### config.mk
export PLATFORM = sky130hd
export DESIGN_NAME = fifo_sync_param_flat
export DESIGN_NICKNAME = d
export VERILOG_FILES = /design/src/rtl/fifo_sync_param_if.sv /design/src/rtl/fifo_sync_param.sv /design/src/flat_wrapper.sv
export SDC_FILE = /design/constraint.sdc
export NUM_CORES = 1
export LEC_CHECK = 0
export ABC_AREA = 1
export CAP_MARGIN = 5
export CORE_AREA = 2 2 110 112
export DETAILED_ROUTE_END_ITERATION = 10
export DIE_AREA = 0 0 112 114
export DONT_BUFFER_PORTS = 1
export PLACE_DENSITY = 0.74
export SYNTH_ARGS = -nofsm -noshare
export SYNTH_HDL_FRONTEND = slang
export SYNTH_SLANG_ARGS = --single-unit
### constraint.sdc
create_clock -name clk -period 8.2 [get_ports clk]
set_clock_uncertainty 0.2 [all_clocks]
set_input_delay 1.23 -clock clk [delete_from_list [all_inputs] [get_ports clk]]
set_output_delay 1.23 -clock clk [all_outputs]
set_load 0.05 [all_outputs]
### src/rtl/fifo_sync_param_if.sv
`default_nettype none
// +----------------------------------------------------------------------+
// | Module   : fifo_sync_param_if                                        |
// | Purpose  : Bundles the write/read handshake, data and status signals |
// |            of fifo_sync_param.                                       |
// | Signals  : data/wr_en/rd_en (master -> FIFO)                         |
// |            q, empty, full, almost_empty, almost_full, count,         |
// |            overflow, underflow (FIFO -> master)                      |
// | Revision : 1.0 - initial release                                     |
// +----------------------------------------------------------------------+
interface fifo_sync_param_if #(
  parameter int WIDTH = 8,
  parameter int DEPTH = 16
);
  localparam int CW = $clog2(DEPTH) + 1;

  logic [WIDTH-1:0] data;
  logic             wr_en;
  logic             rd_en;
  logic [WIDTH-1:0] q;
  logic             empty;
  logic             full;
  logic             almost_empty;
  logic             almost_full;
  logic [CW-1:0]    count;
  logic             overflow;
  logic             underflow;

  modport master (
    output data, wr_en, rd_en,
    input  q, empty, full, almost_empty, almost_full, count, overflow, underflow
  );

  modport slave (
    input  data, wr_en, rd_en,
    output q, empty, full, almost_empty, almost_full, count, overflow, underflow
  );
endinterface
`default_nettype wire

### src/rtl/fifo_sync_param.sv
`default_nettype none
// +----------------------------------------------------------------------+
// | Module   : fifo_sync_param                                           |
// | Purpose  : Single-clock FIFO with occupancy count, almost-full/empty |
// |            thresholds, overflow/underflow pulses and optional        |
// |            first-word-fall-through read mode.                        |
// | Ports    : clk    - rising-edge clock                                |
// |            rst_n  - asynchronous active-low reset                    |
// |            bus    - fifo_sync_param_if.slave (data/wr_en/rd_en in;   |
// |                     q/flags/count/overflow/underflow out)            |
// | Revision : 1.0 - initial release                                     |
// +----------------------------------------------------------------------+
module fifo_sync_param #(
  parameter int WIDTH     = 8,
  parameter int DEPTH     = 16,
  parameter int AFULL_TH  = DEPTH - 2,
  parameter int AEMPTY_TH = 2,
  parameter int FWFT      = 0
) (
  input wire logic          clk,
  input wire logic          rst_n,
  fifo_sync_param_if.slave  bus
);

  localparam int AW = $clog2(DEPTH);
  localparam int CW = AW + 1;
  localparam logic [CW-1:0] c_depth  = CW'(DEPTH);
  localparam logic [CW-1:0] c_afull  = CW'(AFULL_TH);
  localparam logic [CW-1:0] c_aempty = CW'(AEMPTY_TH);

  logic [WIDTH-1:0] r_mem [DEPTH];
  logic [AW-1:0]    r_wr_ptr;
  logic [AW-1:0]    r_rd_ptr;
  logic [CW-1:0]    r_count;
  logic             r_overflow;
  logic             r_underflow;

  logic w_empty;
  logic w_full;
  logic w_wr_acc;
  logic w_rd_acc;

  // Flags decode straight from the registered count, so they settle one
  // edge after the operation that changed it.
  assign w_empty = (r_count == '0);
  assign w_full  = (r_count == c_depth);

  // A full FIFO rejects writes even alongside an accepted read, and an
  // empty FIFO rejects reads even alongside an accepted write.
  assign w_wr_acc = bus.wr_en & ~w_full;
  assign w_rd_acc = bus.rd_en & ~w_empty;

  // Storage is not reset; only pointers and count define what is valid.
  always_ff @(posedge clk) begin
    if (w_wr_acc && rst_n) begin
      r_mem[r_wr_ptr] <= bus.data;
    end
  end

  // DEPTH is a power of two, so pointer wrap is plain overflow of AW bits.
  always_ff @(posedge clk or negedge rst_n) begin
    if (!rst_n) begin
      r_wr_ptr    <= '0;
      r_rd_ptr    <= '0;
      r_count     <= '0;
      r_overflow  <= 1'b0;
      r_underflow <= 1'b0;
    end else begin
      if (w_wr_acc) begin
        r_wr_ptr <= r_wr_ptr + AW'(1);
      end
      if (w_rd_acc) begin
        r_rd_ptr <= r_rd_ptr + AW'(1);
      end
      case ({w_wr_acc, w_rd_acc})
        2'b10:   r_count <= r_count + CW'(1);
        2'b01:   r_count <= r_count - CW'(1);
        default: r_count <= r_count;
      endcase
      r_overflow  <= bus.wr_en & w_full;
      r_underflow <= bus.rd_en & w_empty;
    end
  end

  generate
    if (FWFT != 0) begin : g_fwft
      // Head word is presented combinationally; forced to zero while
      // empty so the output is clean after reset.
      assign bus.q = w_empty ? '0 : r_mem[r_rd_ptr];
    end else begin : g_std
      logic [WIDTH-1:0] r_q;
      always_ff @(posedge clk or negedge rst_n) begin
        if (!rst_n) begin
          r_q <= '0;
        end else if (w_rd_acc) begin
          r_q <= r_mem[r_rd_ptr];
        end
      end
      assign bus.q = r_q;
    end
  endgenerate

  assign bus.empty        = w_empty;
  assign bus.full         = w_full;
  assign bus.almost_empty = (r_count <= c_aempty);
  assign bus.almost_full  = (r_count >= c_afull);
  assign bus.count        = r_count;
  assign bus.overflow     = r_overflow;
  assign bus.underflow    = r_underflow;

endmodule
`default_nettype wire

### src/flat_wrapper.sv
// flat-port wrapper written by rule: the top's interface ports become plain ports
module fifo_sync_param_flat 
#(
  parameter int WIDTH     = 8,
  parameter int DEPTH     = 16,
  parameter int AFULL_TH  = DEPTH - 2,
  parameter int AEMPTY_TH = 2,
  parameter int FWFT      = 0
)
  (clk, rst_n, bus_data, bus_wr_en, bus_rd_en, bus_q, bus_empty, bus_full, bus_almost_empty, bus_almost_full, bus_count, bus_overflow, bus_underflow);
  fifo_sync_param_if #(.WIDTH(WIDTH), .DEPTH(DEPTH)) bus_i ();
  input wire logic clk;
  input wire logic rst_n;
  input wire logic [$bits(bus_i.data)-1:0] bus_data;
  input wire logic [$bits(bus_i.wr_en)-1:0] bus_wr_en;
  input wire logic [$bits(bus_i.rd_en)-1:0] bus_rd_en;
  output wire logic [$bits(bus_i.q)-1:0] bus_q;
  output wire logic [$bits(bus_i.empty)-1:0] bus_empty;
  output wire logic [$bits(bus_i.full)-1:0] bus_full;
  output wire logic [$bits(bus_i.almost_empty)-1:0] bus_almost_empty;
  output wire logic [$bits(bus_i.almost_full)-1:0] bus_almost_full;
  output wire logic [$bits(bus_i.count)-1:0] bus_count;
  output wire logic [$bits(bus_i.overflow)-1:0] bus_overflow;
  output wire logic [$bits(bus_i.underflow)-1:0] bus_underflow;
  assign bus_i.data = bus_data;
  assign bus_i.wr_en = bus_wr_en;
  assign bus_i.rd_en = bus_rd_en;
  assign bus_q = bus_i.q;
  assign bus_empty = bus_i.empty;
  assign bus_full = bus_i.full;
  assign bus_almost_empty = bus_i.almost_empty;
  assign bus_almost_full = bus_i.almost_full;
  assign bus_count = bus_i.count;
  assign bus_overflow = bus_i.overflow;
  assign bus_underflow = bus_i.underflow;
  fifo_sync_param #(.WIDTH(WIDTH), .DEPTH(DEPTH), .AFULL_TH(AFULL_TH), .AEMPTY_TH(AEMPTY_TH), .FWFT(FWFT)) u_core (.clk(clk), .rst_n(rst_n), .bus(bus_i));
endmodule
* After elaboration in Yosys (flattened, before gate mapping)
Memory sizes are Yosys's and may differ from the RTL's. A register that Yosys moved wholly into a read port is not among the register bits.
Cells that the tools add are included.
** Operators by class
- Add/sub/neg operators :: 4
- Order comparisons :: 2
- Eq/ne operators :: 3
- Mux-type cells :: 3
- Bitwise gates (word level) :: 6
- Reductions and logical operators :: 4
** Operators by type and width (number)
- 5-bit case mux with 2 select lines :: 1
- 4-bit by 1-bit adder with 4-bit output (second input constant) :: 2
- 5-bit by 1-bit adder with 5-bit output (second input constant) :: 1
- 5-bit == test (second input constant) :: 1
- 5-bit by 4-bit >= comparator with 1-bit output (second input constant) :: 1
- 5-bit by 2-bit <= comparator with 1-bit output (second input constant) :: 1
- 5-bit logical NOT :: 1
- 5-bit by 1-bit subtractor with 5-bit output (second input constant) :: 1
- 1-bit AND :: 4
- 2-bit by 1-bit == test with 1-bit output (second input constant) :: 1
- 2-bit == test (second input constant) :: 1
- 1-bit 2-to-1 mux :: 2
- 1-bit NOT :: 2
- 2-bit nonzero test :: 1
- 1-bit logical AND :: 1
- 1-bit logical NOT :: 1
** Word-level totals
- Flip-flop bits (word level) :: 15
- Memory bits (writable) :: 128
- Bits of input ports :: 12
- Output and inout port bits :: 19
- Word-level logic and storage cells :: 28
- Memories kept :: 1
** Memory list
- u_core.r_mem :: words 16, bits a word 8, rd ports 1, clocked after memory_dff 1, wr ports 1, line fifo_sync_param.sv:31 : logic [WIDTH-1:0] r_mem [DEPTH];

* Longest topological paths before layout
Gate-level depths: netlist of the first run.
- Word-level depth :: 6
- Mapped depth :: 15
- Gate-level depth less buffers :: 14

* Worst setup path after synthesis of the first run
OpenSTA, ideal clock, no wires.
- Path kind :: register to output
- From :: reg u_core.r_count[0], in the netlist u_core.bus.count[0]
- To :: out bus_almost_empty
- Arrival time :: 3.186 ns
- Data required time :: 6.770 ns
- Path slack :: 3.584 ns
- Cell stages (with the launch flop) :: 2
- Buffers on the path :: 0
- Cells stage by stage :: dfrtp_1 a2111oi_0
** On the way
- Cells in the longest elaborated chain, start to end :: 1
** Ends and longest elaborated chain
- start, declared :: line fifo_sync_param.sv:34 : logic [CW-1:0] r_count;
- start signal, assigned :: line fifo_sync_param.sv:76 : 2'b10: r_count <= r_count + CW'(1);
- start signal, assigned :: line fifo_sync_param.sv:77 : 2'b01: r_count <= r_count - CW'(1);
- start signal, assigned :: line fifo_sync_param.sv:78 : default: r_count <= r_count;
- 5-bit by 2-bit <= comparator with 1-bit output :: line fifo_sync_param.sv:105 : assign bus.almost_empty = (r_count <= c_aempty);
- end, declared :: line flat_wrapper.sv:20 : output wire logic [$bits(bus_i.almost_empty)-1:0] bus_almost_empty;
Every way passes these cells.

* Worst setup path after layout of the first run
- From :: reg u_core.r_count[1], in the netlist u_core.bus.count[1]
- To :: out bus_full
** On the way
- Cells in the longest elaborated chain, start to end :: 1
** Ends and longest elaborated chain
- 5-bit == test :: line fifo_sync_param.sv:46 : assign w_full = (r_count == c_depth);
- end, declared :: line flat_wrapper.sv:19 : output wire logic [$bits(bus_i.full)-1:0] bus_full;
Every way passes these cells.

==> impl_metrics.toml, run 1 <==
[floorplan]
die-area_mm2 = 0.0128
start_util_pct = 58.0
rows = 40
die_x_um = 112
core_area_mm2 = 0.0117
die_y_um = 114
io_pins = 31

[sta]
fmax_ghz = 0.289
period_minus_slack_ps = 3460
finalHoldViolations = 0
fin_crit_sh_pct = 42.2
fin_ws_ps = 4740
slew_headroom_pct = 17.1
final-setup-viol-count = 0
grt_setup_unrepaired = "false"
slew_viol_final = 0
tightestPinTransition_ps = 1230
setup-tns-final_ps = 0

[clocking]
clkTransAtPathRegs_ps = 60
post_cts_buffers = 0
cts_buffers = 17
clkSinkCount = 151
insertion_delay_ps = 420
cts_tree = "built"
cts_resized = 0
clock-root-buffer = "clkbuf_16"
cts_htree_levels = 4
hold_buffers = 0
clockBufferDepth = 2

[power]
clock_power_share_pct = 30.2
powerDensity_mw_per_mm2 = 353
p_seq_share_pct = 42.2
p_leak_nw = 3.29
intPower_w = 0.00163
power.share.switching_pct = 38.0
irDropWorstVdd_v = 0.000294
power.switching_w = 0.000998
power_w = 0.00263
p_comb_share_pct = 27.5

[route]
drt_first_pass_iters = 5
num_vias = 4505
drc = 0
first_iter_violations = 393
ant_nets = 0
vias_per_cell = 5.40
drt-wirelength-per-cell_um = 17.2
wirelength_mm = 14.4

[synthesis]
yosysWarnings = 0
synth_top_area_share_pct = 56.6
synth_area_leaders = "edfxtp_1 (57%), nand2_1 (12%), dfrtp_1 (8.5%)"
yosys.cell_types.count = 25
synth.most_common_cell = "nand2_1"
synthesis.instances = 680
async_flop_share_pct = 15.2
ys_seq_area_share_pct = 65.1
ys_ff_latch = 151
syn-cell-area_mm2 = 0.00679
syn_area_per_cell_um2 = 9.98
synth.largest_area_cell = "edfxtp_1"
synthTopCellsByCount = "nand2_1 (224), edfxtp_1 (128), inv_1 (119)"
synth_edf_count = 128
synth.net_count = 702
ys.flop_type = "edfxtp_1"

[place]
io_buffer_count = 0
pre_cts_slack_ps = 5020
dpl.hpwl_mm = 8.84
routabilityCongestion = 0.847

[layout]
area_growth_pct = 9.55
drive_above_1_share_pct = 5.39
diodes = 0
final_nets = 696

[worst_setup_path]
endpoint_kind = "output pin"
cp.required_ps = 6770
critPathKind = "flop to output pin"
worstSetupStartpointType = "flop"
path_max_fanout = 7
worst_ep_arrival_time_ps = 2030

[global_routing]
overflow = 0
antenna_found_initial = 0
grt_pass1_vias = 4353
track_usage_pct = 24.0
grt_max_degree = 69
grt_pass1_wl_mm = 23.0

[status]
outcome = "complete, no violations"

[job]
drv_cap = 0

[hold_path]
hold_path_class = "input port to async pin"
-- flip-flops by register name, summed over array words and instances (netlist names) --
signal                cells
u_core.r_wr_ptr           4
u_core.r_mem            128
u_core.bus.overflow       1
u_core.bus.underflow      1
u_core.bus.q              8
u_core.bus.count          5
u_core.r_rd_ptr           4
-- power groups by stage --
stage / Combinational (W) / Clock, W / Sequential, W
2_1_floorplan: 0.000568 / 0 / 0.00109
3_3_place_gp: 0.000689 / 0 / 0.00112
3_5_place_dp: 0.000706 / 0 / 0.00112
4_1_cts: 0.000717 / 0.000794 / 0.00111
5_1_grt: 0.000810 / 0.000828 / 0.00112
6_report: 0.000723 / 0.000793 / 0.00111
-- layer usage --
| layer | vias to the layer above | global-route usage (%) | wire length, um |
|---|---|---|---|
| met5 | - | 0 | 0 |
| met4 | 0 | 8.78 | 246 |
| met3 | 23 | 5.47 | 928 |
| met2 | 163 | 39.6 | 7230 |
| met1 | 2150 | 31.8 | 5980 |
| li1 | 2169 | - | - |
-- critical path, stage by stage (launching register included) --
cell and delay (ps):
dfrtp_1 640, nor4_4 420, nand2_2 170, inv_1 380
-- layout make-up --
| class | instances | area (um2) |
|---|---|---|
| Clock buffer | 21 | 440 |
| Clock inverter | 11 | 155 |
| Fill cell | 967 | 4280 |
| Inverter | 122 | 458 |
| Multi-Input combinational cell | 379 | 1760 |
| Sequential cell | 151 | 4420 |
| Tap cell | 147 | 184 |
| Timing Repair Buffer | 3 | 22.5 |
-- worst paths after layout --
path | slack (ps) | end | startpoint | depth (start not counted)
hold / removal | 300 | u_core.bus.underflow | rst_n | 0
max in group asynchronous | 7420 | u_core.r_rd_ptr[0] | rst_n | 0
hold reg to reg | 370 | u_core.r_wr_ptr[3] | u_core.r_wr_ptr[3] | 2
min in group clk | 370 | u_core.r_wr_ptr[3] | u_core.r_wr_ptr[3] | 2
setup reg to reg | 5110 | u_core.bus.count[4] | u_core.bus.count[1] | 13
setup / recovery | 4740 | bus_full | u_core.bus.count[1] | 3
-- cell families (layout without fill, tap and decap cells) --
group / Yosys count / after routing / synth area share (%)
flops: 151 / 151 / 65.1
buf+inv: 150 / 157 / 9.12
simple gates: 354 / 354 / 22.2
fa+ha+maj: 10 / 10 / 1.95
xor+xnor: 7 / 7 / 0.903
compound gates: 8 / 8 / 0.701
-- layout by cell type, fill, tap and decap left out, types with 4 or more instances in the layout --
| cell | count |
|---|---|
| edfxtp_1 | 128 |
| clkbuf_16 | 17 |
| nand2_1 | 224 |
| nand3_1 | 105 |
| bufinv_16 | 4 |
| clkbuf_1 | 4 |
| nor2_1 | 8 |
| clkinv_1 | 4 |
| ha_1 | 9 |
| xnor2_1 | 4 |
| nor3_1 | 12 |
| dfrtp_1 | 22 |
| inv_1 | 119 |
-- per-stage QoR --
stage	area (um2)	instances	util, %	hold slack, ps
2_1_floorplan	6790	680	-	293
3_3_place_gp	6840	802	58.4	327
3_5_place_dp	6840	802	58.4	354
5_1_grt	7440	834	63.5	283
4_1_cts	7440	834	63.5	287
6_report	7440	834	63.5	299
Power figures use the tool's default switching activity.
==> run 2: changes to the inputs <==
clock period = 3.3 ns   (was 8.2 ns; I/O delays follow)
==> impl_metrics.toml, run 2 (same netlist as run 1, synthesis figures left out) <==
[worst_setup_path]
reg2reg_depth = 14
cp.required_ps = 3470
worst_ep_arrival_time_ps = 2910
path_max_fanout = 14
critPathKind = "flop to flop"
path_cells = "nor4_4 > nand2_2 > nand2_2 > inv_2 > ha_1 > inv_1 > fa_1 > inv_1 > nand2_1 > nand2_1 > a21oi_1 > xor2_1 > nand2_1 > nand2_1"
worstSetupStartpointType = "flop"
critical_path.max_stage_delay_ps = 400
critPathCapture = "u_core.bus.count[4]"
endpoint_kind = "flop"
startpoint = "u_core.bus.count[1]"
reg2reg_from = "u_core.bus.count[1]"
r2r-end = "u_core.bus.count[4]"
cpMostUsedCell = "nand2_1"
slowest_stage = "dfrtp_1"
reg2reg_slack_ps = 550

[clocking]
cts_htree_levels = 4
hold_buffers = 11
cts_resized = 0
clock-root-buffer = "clkbuf_16"
clkSinkCount = 151
post_cts_buffers = 0
cts_buffers = 17
cts_tree = "built"
insertion_delay_ps = 420
clockBufferDepth = 2
clkTransAtPathRegs_ps = 60

[sta]
fmax_ghz = 0.364
slew_viol_final = 0
finalHoldViolations = 0
slew_headroom_pct = 17.9
tightestPinTransition_ps = 1230
setup-tns-final_ps = 0
period_minus_slack_ps = 2750
grt_setup_unrepaired = "false"
fin_ws_ps = 550
fin_crit_sh_pct = 83.3
final-setup-viol-count = 0

[layout]
largest_register_ff_count = 128
final_cell_area_mm2 = 0.00769
drive_above_1_share_pct = 8.79
diodes = 0
multi_input_comb_area_mm2 = 0.00176
largest-register = "u_core.r_mem"
final_common_cell = "nand2_1"
final_cell_mix = "nand2_1 (224), edfxtp_1 (128), inv_1 (119)"
final_nets = 726
fillers = 922
seq_area_mm2 = 0.00442
area_growth_pct = 13.3

[place]
routabilityCongestion = 0.892
dpl.hpwl_mm = 9.14
pre_cts_slack_ps = 594
dpl-instance-area_mm2 = 0.00698
io_buffer_count = 0

[route]
drt_first_pass_iters = 5
drc = 0
wirelength_mm = 14.9
drt-wirelength-per-cell_um = 17.2
vias_per_cell = 5.36
first_iter_violations = 550
num_vias = 4632
ant_nets = 0

[global_routing]
grt_pass1_vias = 4461
grt_pass1_wl_mm = 23.7
track_usage_pct = 24.9
overflow = 0
antenna_found_initial = 0
grt_max_degree = 68

[job]
drv_cap = 0

[floorplan]
die_x_um = 112
rows = 40
die-area_mm2 = 0.0128
start_util_pct = 58.0
core_area_mm2 = 0.0117
io_pins = 31
die_y_um = 114

[power]
p_leak_nw = 3.42
powerDensity_mw_per_mm2 = 862
irDropWorstVdd_v = 0.000943

[hold_path]
hold_path_class = "input port to flop"
hp-start = "bus_wr_en"

[status]
outcome = "complete, no violations"
==> run 2: changes by cell type in the layout (fill, tap and decap cells not counted) <==
cell / previous run / this run
bufinv_16: 4 / 2
inv_8: 0 / 1
inv_6: 0 / 3
buf_4: 3 / 22
clkbuf_1: 4 / 0
clkinv_2: 3 / 0
dlygate4sd3_1: 0 / 11
clkinv_1: 4 / 1
clkinvlp_4: 0 / 5
clkinv_4: 1 / 4
==> run 2: power by group <==
group	switching (W)	internal, W
Combinational	0.00153	0.000605
Sequential	0.000305	0.00226
Clock	0.000801	0.00113
Total	0.00263	0.00399
==> run 2: area by class of cell <==
cell class	count	area share, %
multi-input cells	379	22.8
inverters	122	5.96
well taps	147	2.39
flip-flops and latches	151	57.5
repair buffers	33	3.58
clock inverters	15	2.21
clock buffers	17	5.53
==> run 2: worst min-delay path by stage <==
| stage | cells past startpoint | slack (ps) | end |
|---|---|---|---|
| 2_1_floorplan | 0 | -0.6 | u_core.bus.count[0] |
| 3_3_place_gp | 0 | -0.05 | u_core.bus.count[4] |
| 3_5_place_dp | 0 | -0.02 | u_core.bus.count[3] |
| 4_1_cts | 3 | 140 | u_core.r_wr_ptr[3] |
| 5_1_grt | 3 | 170 | u_core.r_wr_ptr[3] |
| 6_report | 3 | 150 | u_core.r_wr_ptr[3] |
==> run 2: through the flow <==
stage | total power, W | utilization (%) | hold WS [ps] | instances
global route | 0.00696 | 65.7 | 170 | 864
finish | 0.00663 | 65.7 | 146 | 864
detailed placement | 0.00466 | 59.6 | -0.0228 | 821
floorplan | 0.00412 | - | -0.591 | 680
global placement | 0.00458 | 59.6 | -0.0535 | 821
CTS | 0.00662 | 65.7 | 135 | 864
==> run 2: critical path: cells and delay by family, from the launching register on <==
family	cells	cell delay (ps)
adders and majority gates	2	500
xor gates and xnor gates	1	170
DFF	1	400
AOI/OAI and AO/OA	1	160
and+or+nand+nor	7	940
buffers and inverters	3	300
==> run 2: metal layers <==
| layer | routed length, um | track usage [%] |
|---|---|---|
| met1 | 6560 | 33.9 |
| met2 | 7160 | 39.8 |
| met3 | 930 | 5.47 |
| met4 | 249 | 9.27 |
| met5 | 0 | 0 |
==> variant (config.mk and constraints of run 2) <==
`DEPTH` is set to 16 in 3 places; all go to 8.
--- a/src/rtl/fifo_sync_param_if.sv
+++ b/src/rtl/fifo_sync_param_if.sv
@@ -11,5 +11,5 @@
 interface fifo_sync_param_if #(
   parameter int WIDTH = 8,
-  parameter int DEPTH = 16
+  parameter int DEPTH = 8
 );
   localparam int CW = $clog2(DEPTH) + 1;
--- a/src/rtl/fifo_sync_param.sv
+++ b/src/rtl/fifo_sync_param.sv
@@ -13,5 +13,5 @@
 module fifo_sync_param #(
   parameter int WIDTH     = 8,
-  parameter int DEPTH     = 16,
+  parameter int DEPTH     = 8,
   parameter int AFULL_TH  = DEPTH - 2,
   parameter int AEMPTY_TH = 2,
--- a/src/flat_wrapper.sv
+++ b/src/flat_wrapper.sv
@@ -3,5 +3,5 @@
 #(
   parameter int WIDTH     = 8,
-  parameter int DEPTH     = 16,
+  parameter int DEPTH     = 8,
   parameter int AFULL_TH  = DEPTH - 2,
   parameter int AEMPTY_TH = 2,
Interface: changed (resized bus_count); port bits go from 31 to 30. The function was not compared with the original's and may differ.
==> variant against run 2 <==
- sequential share of layout area up 3.8 points
- synthesized area fell by 48%
- final cell count fell by 47%
- global-route usage fell by 13 points
- count of clock-buffer cells in the layout down 8
- design area shrank 49%
- power is 43% lower
- wire length fell by 53%
- combinational power is 52% lower
- die area unchanged
- sequential cell count is 67 lower
- setup slack gained 0.14 ns
- via count is 53% lower
==> variant: results (changes against run 2) <==
| Metric | Value | Unit | vs run 2 |
| --- | --- | --- | --- |
| Run status | finished clean | - |  |
| GR Util All Layers | 0.116 | - | -0.132 |
| Sequential element share of the synthesized area | 0.692 | - | +0.0411 |
| Routability congestion estimate from global placement | 0.775 | - | -13% |
| Number of cells in the finished layout apart from fillers | 457 | - | -47% |
| Average detailed-routed wire length per instance | 15.3 | µm | -11% |
| Ranking of synthesized cells by area | edfxtp_1 55%, dfrtp_1 14%, nor2_1 6.0% | - |  |
| Count of flip-flops with a built-in enable after synthesis | 64 | - | -50% |
| # fillers | 1,138 | - | +23% |
| Vias/cell | 4.74 | - | -12% |
| Share of synthesized flip-flops with an asynchronous set or reset | 0.238 | - | +0.0858 |
| Placed instance count | 441 | - | -46% |
| Total Nets Final | 322 | - | -56% |
| Port-buffer cells | 0 | - | unchanged |
| Hold bufs inserted after CTS | 1 | - | -10 |
| Worst-case setup slack after placement | 0.719 | ns | +0.125 ns |
| Max-slew headroom | 0.352 | - | +0.172 |
| Met2 Resource Use GR | 0.189 | - | -0.209 |
| R2R Setup Slk | 0.69 | ns | +0.14 ns |
| Maximum fanout count along the critical path | 8 | - | -6 |
| Cell area reported after detailed placement | 3650 | µm² | -48% |
| Pin count of the biggest net entering global routing | 36 | - | -47% |
| Final Cycle Share | 0.790 | - | -0.0431 |
| Number of H-tree levels | 3 | - | -1 |
| Leakage power | 1.45 | nW | -57% |
| Cells after Synth | 300 | - | -56% |
| Max reg flops | 64 | - | -50% |
| Worst EP arrival | 2.37 | ns | -0.54 ns |
| Signed area change from the synthesized netlist to the final layout | 12.9 | % |  |
| Worst Hold Slack | 0.0507 | ns | -0.0953 ns |
| DRC violation total after the first TritonRoute iteration | 239 | - | -57% |
| Global-route met1 utilization | 0.140 | - | -0.199 |
| Met3 layer usage reported by global route | 0.0452 | - | -0.00956 |
| Vias in the first global route | 2,176 | - | -51% |
| Distinct cell type count after synthesis | 24 | - | -4.0% |
| Maximum vdd ir drop | 669 | µV | -29% |
| Highest cell delay on the worst timing path | 0.76 | ns | +0.36 ns |
| Total clock buffers created by CTS | 9 | - | -8 |
-- variant: per-layer routing --
| layer | part of all wire | up-vias |
|---|---|---|
| met3 | 0.095 | 11 |
| met2 | 0.48 | 84 |
| met1 | 0.41 | 1020 |
| met5 | 0 | - |
| li1 | - | 1053 |
| met4 | 0.017 | 0 |
-- variant: kinds of logic (layout without fill, tap and decap cells) --
group | Yosys count | count (layout) | synth area share
and+or+nand+nor | 122 | 122 | 0.144
DFF | 84 | 84 | 0.692
xor gates and xnor gates | 7 | 7 | 0.0175
AOI/OAI and AO/OA | 53 | 53 | 0.0905
buffers and inverters | 30 | 40 | 0.0418
adders and majority gates | 4 | 4 | 0.0143
-- variant: worst paths after layout --
path / from / depth (start not counted) / to
setup / recovery: u_core.bus.count[0] / 6 / u_core.r_mem[5][2]
hold / removal: bus_data[7] / 0 / u_core.r_mem[4][7]
setup reg to reg: u_core.bus.count[0] / 6 / u_core.r_mem[5][2]
hold reg to reg: u_core.r_wr_ptr[2] / 2 / u_core.r_wr_ptr[2]
max in group asynchronous: rst_n / 1 / u_core.bus.q[5]
min in group asynchronous: rst_n / 1 / u_core.r_wr_ptr[1]
-- variant: report_power, final --
group	switching, mW	leakage, nW	total (mW)	internal (mW)
sequential	0.472	0.822	1.79	1.32
combinational	0.688	0.494	1.03	0.338
clock	0.397	0.139	0.978	0.581
total	1.56	1.45	3.79	2.23
-- variant: layout make-up --
| class | instances | share of cell area |
|---|---|---|
| Clock buffer | 9 | 0.0570 |
| Tap cell | 147 | 0.0465 |
| Multi-Input combinational cell | 186 | 0.236 |
| Sequential cell | 84 | 0.613 |
| Timing Repair Buffer | 8 | 0.0158 |
| Clock inverter | 6 | 0.0161 |
| Inverter | 17 | 0.0161 |
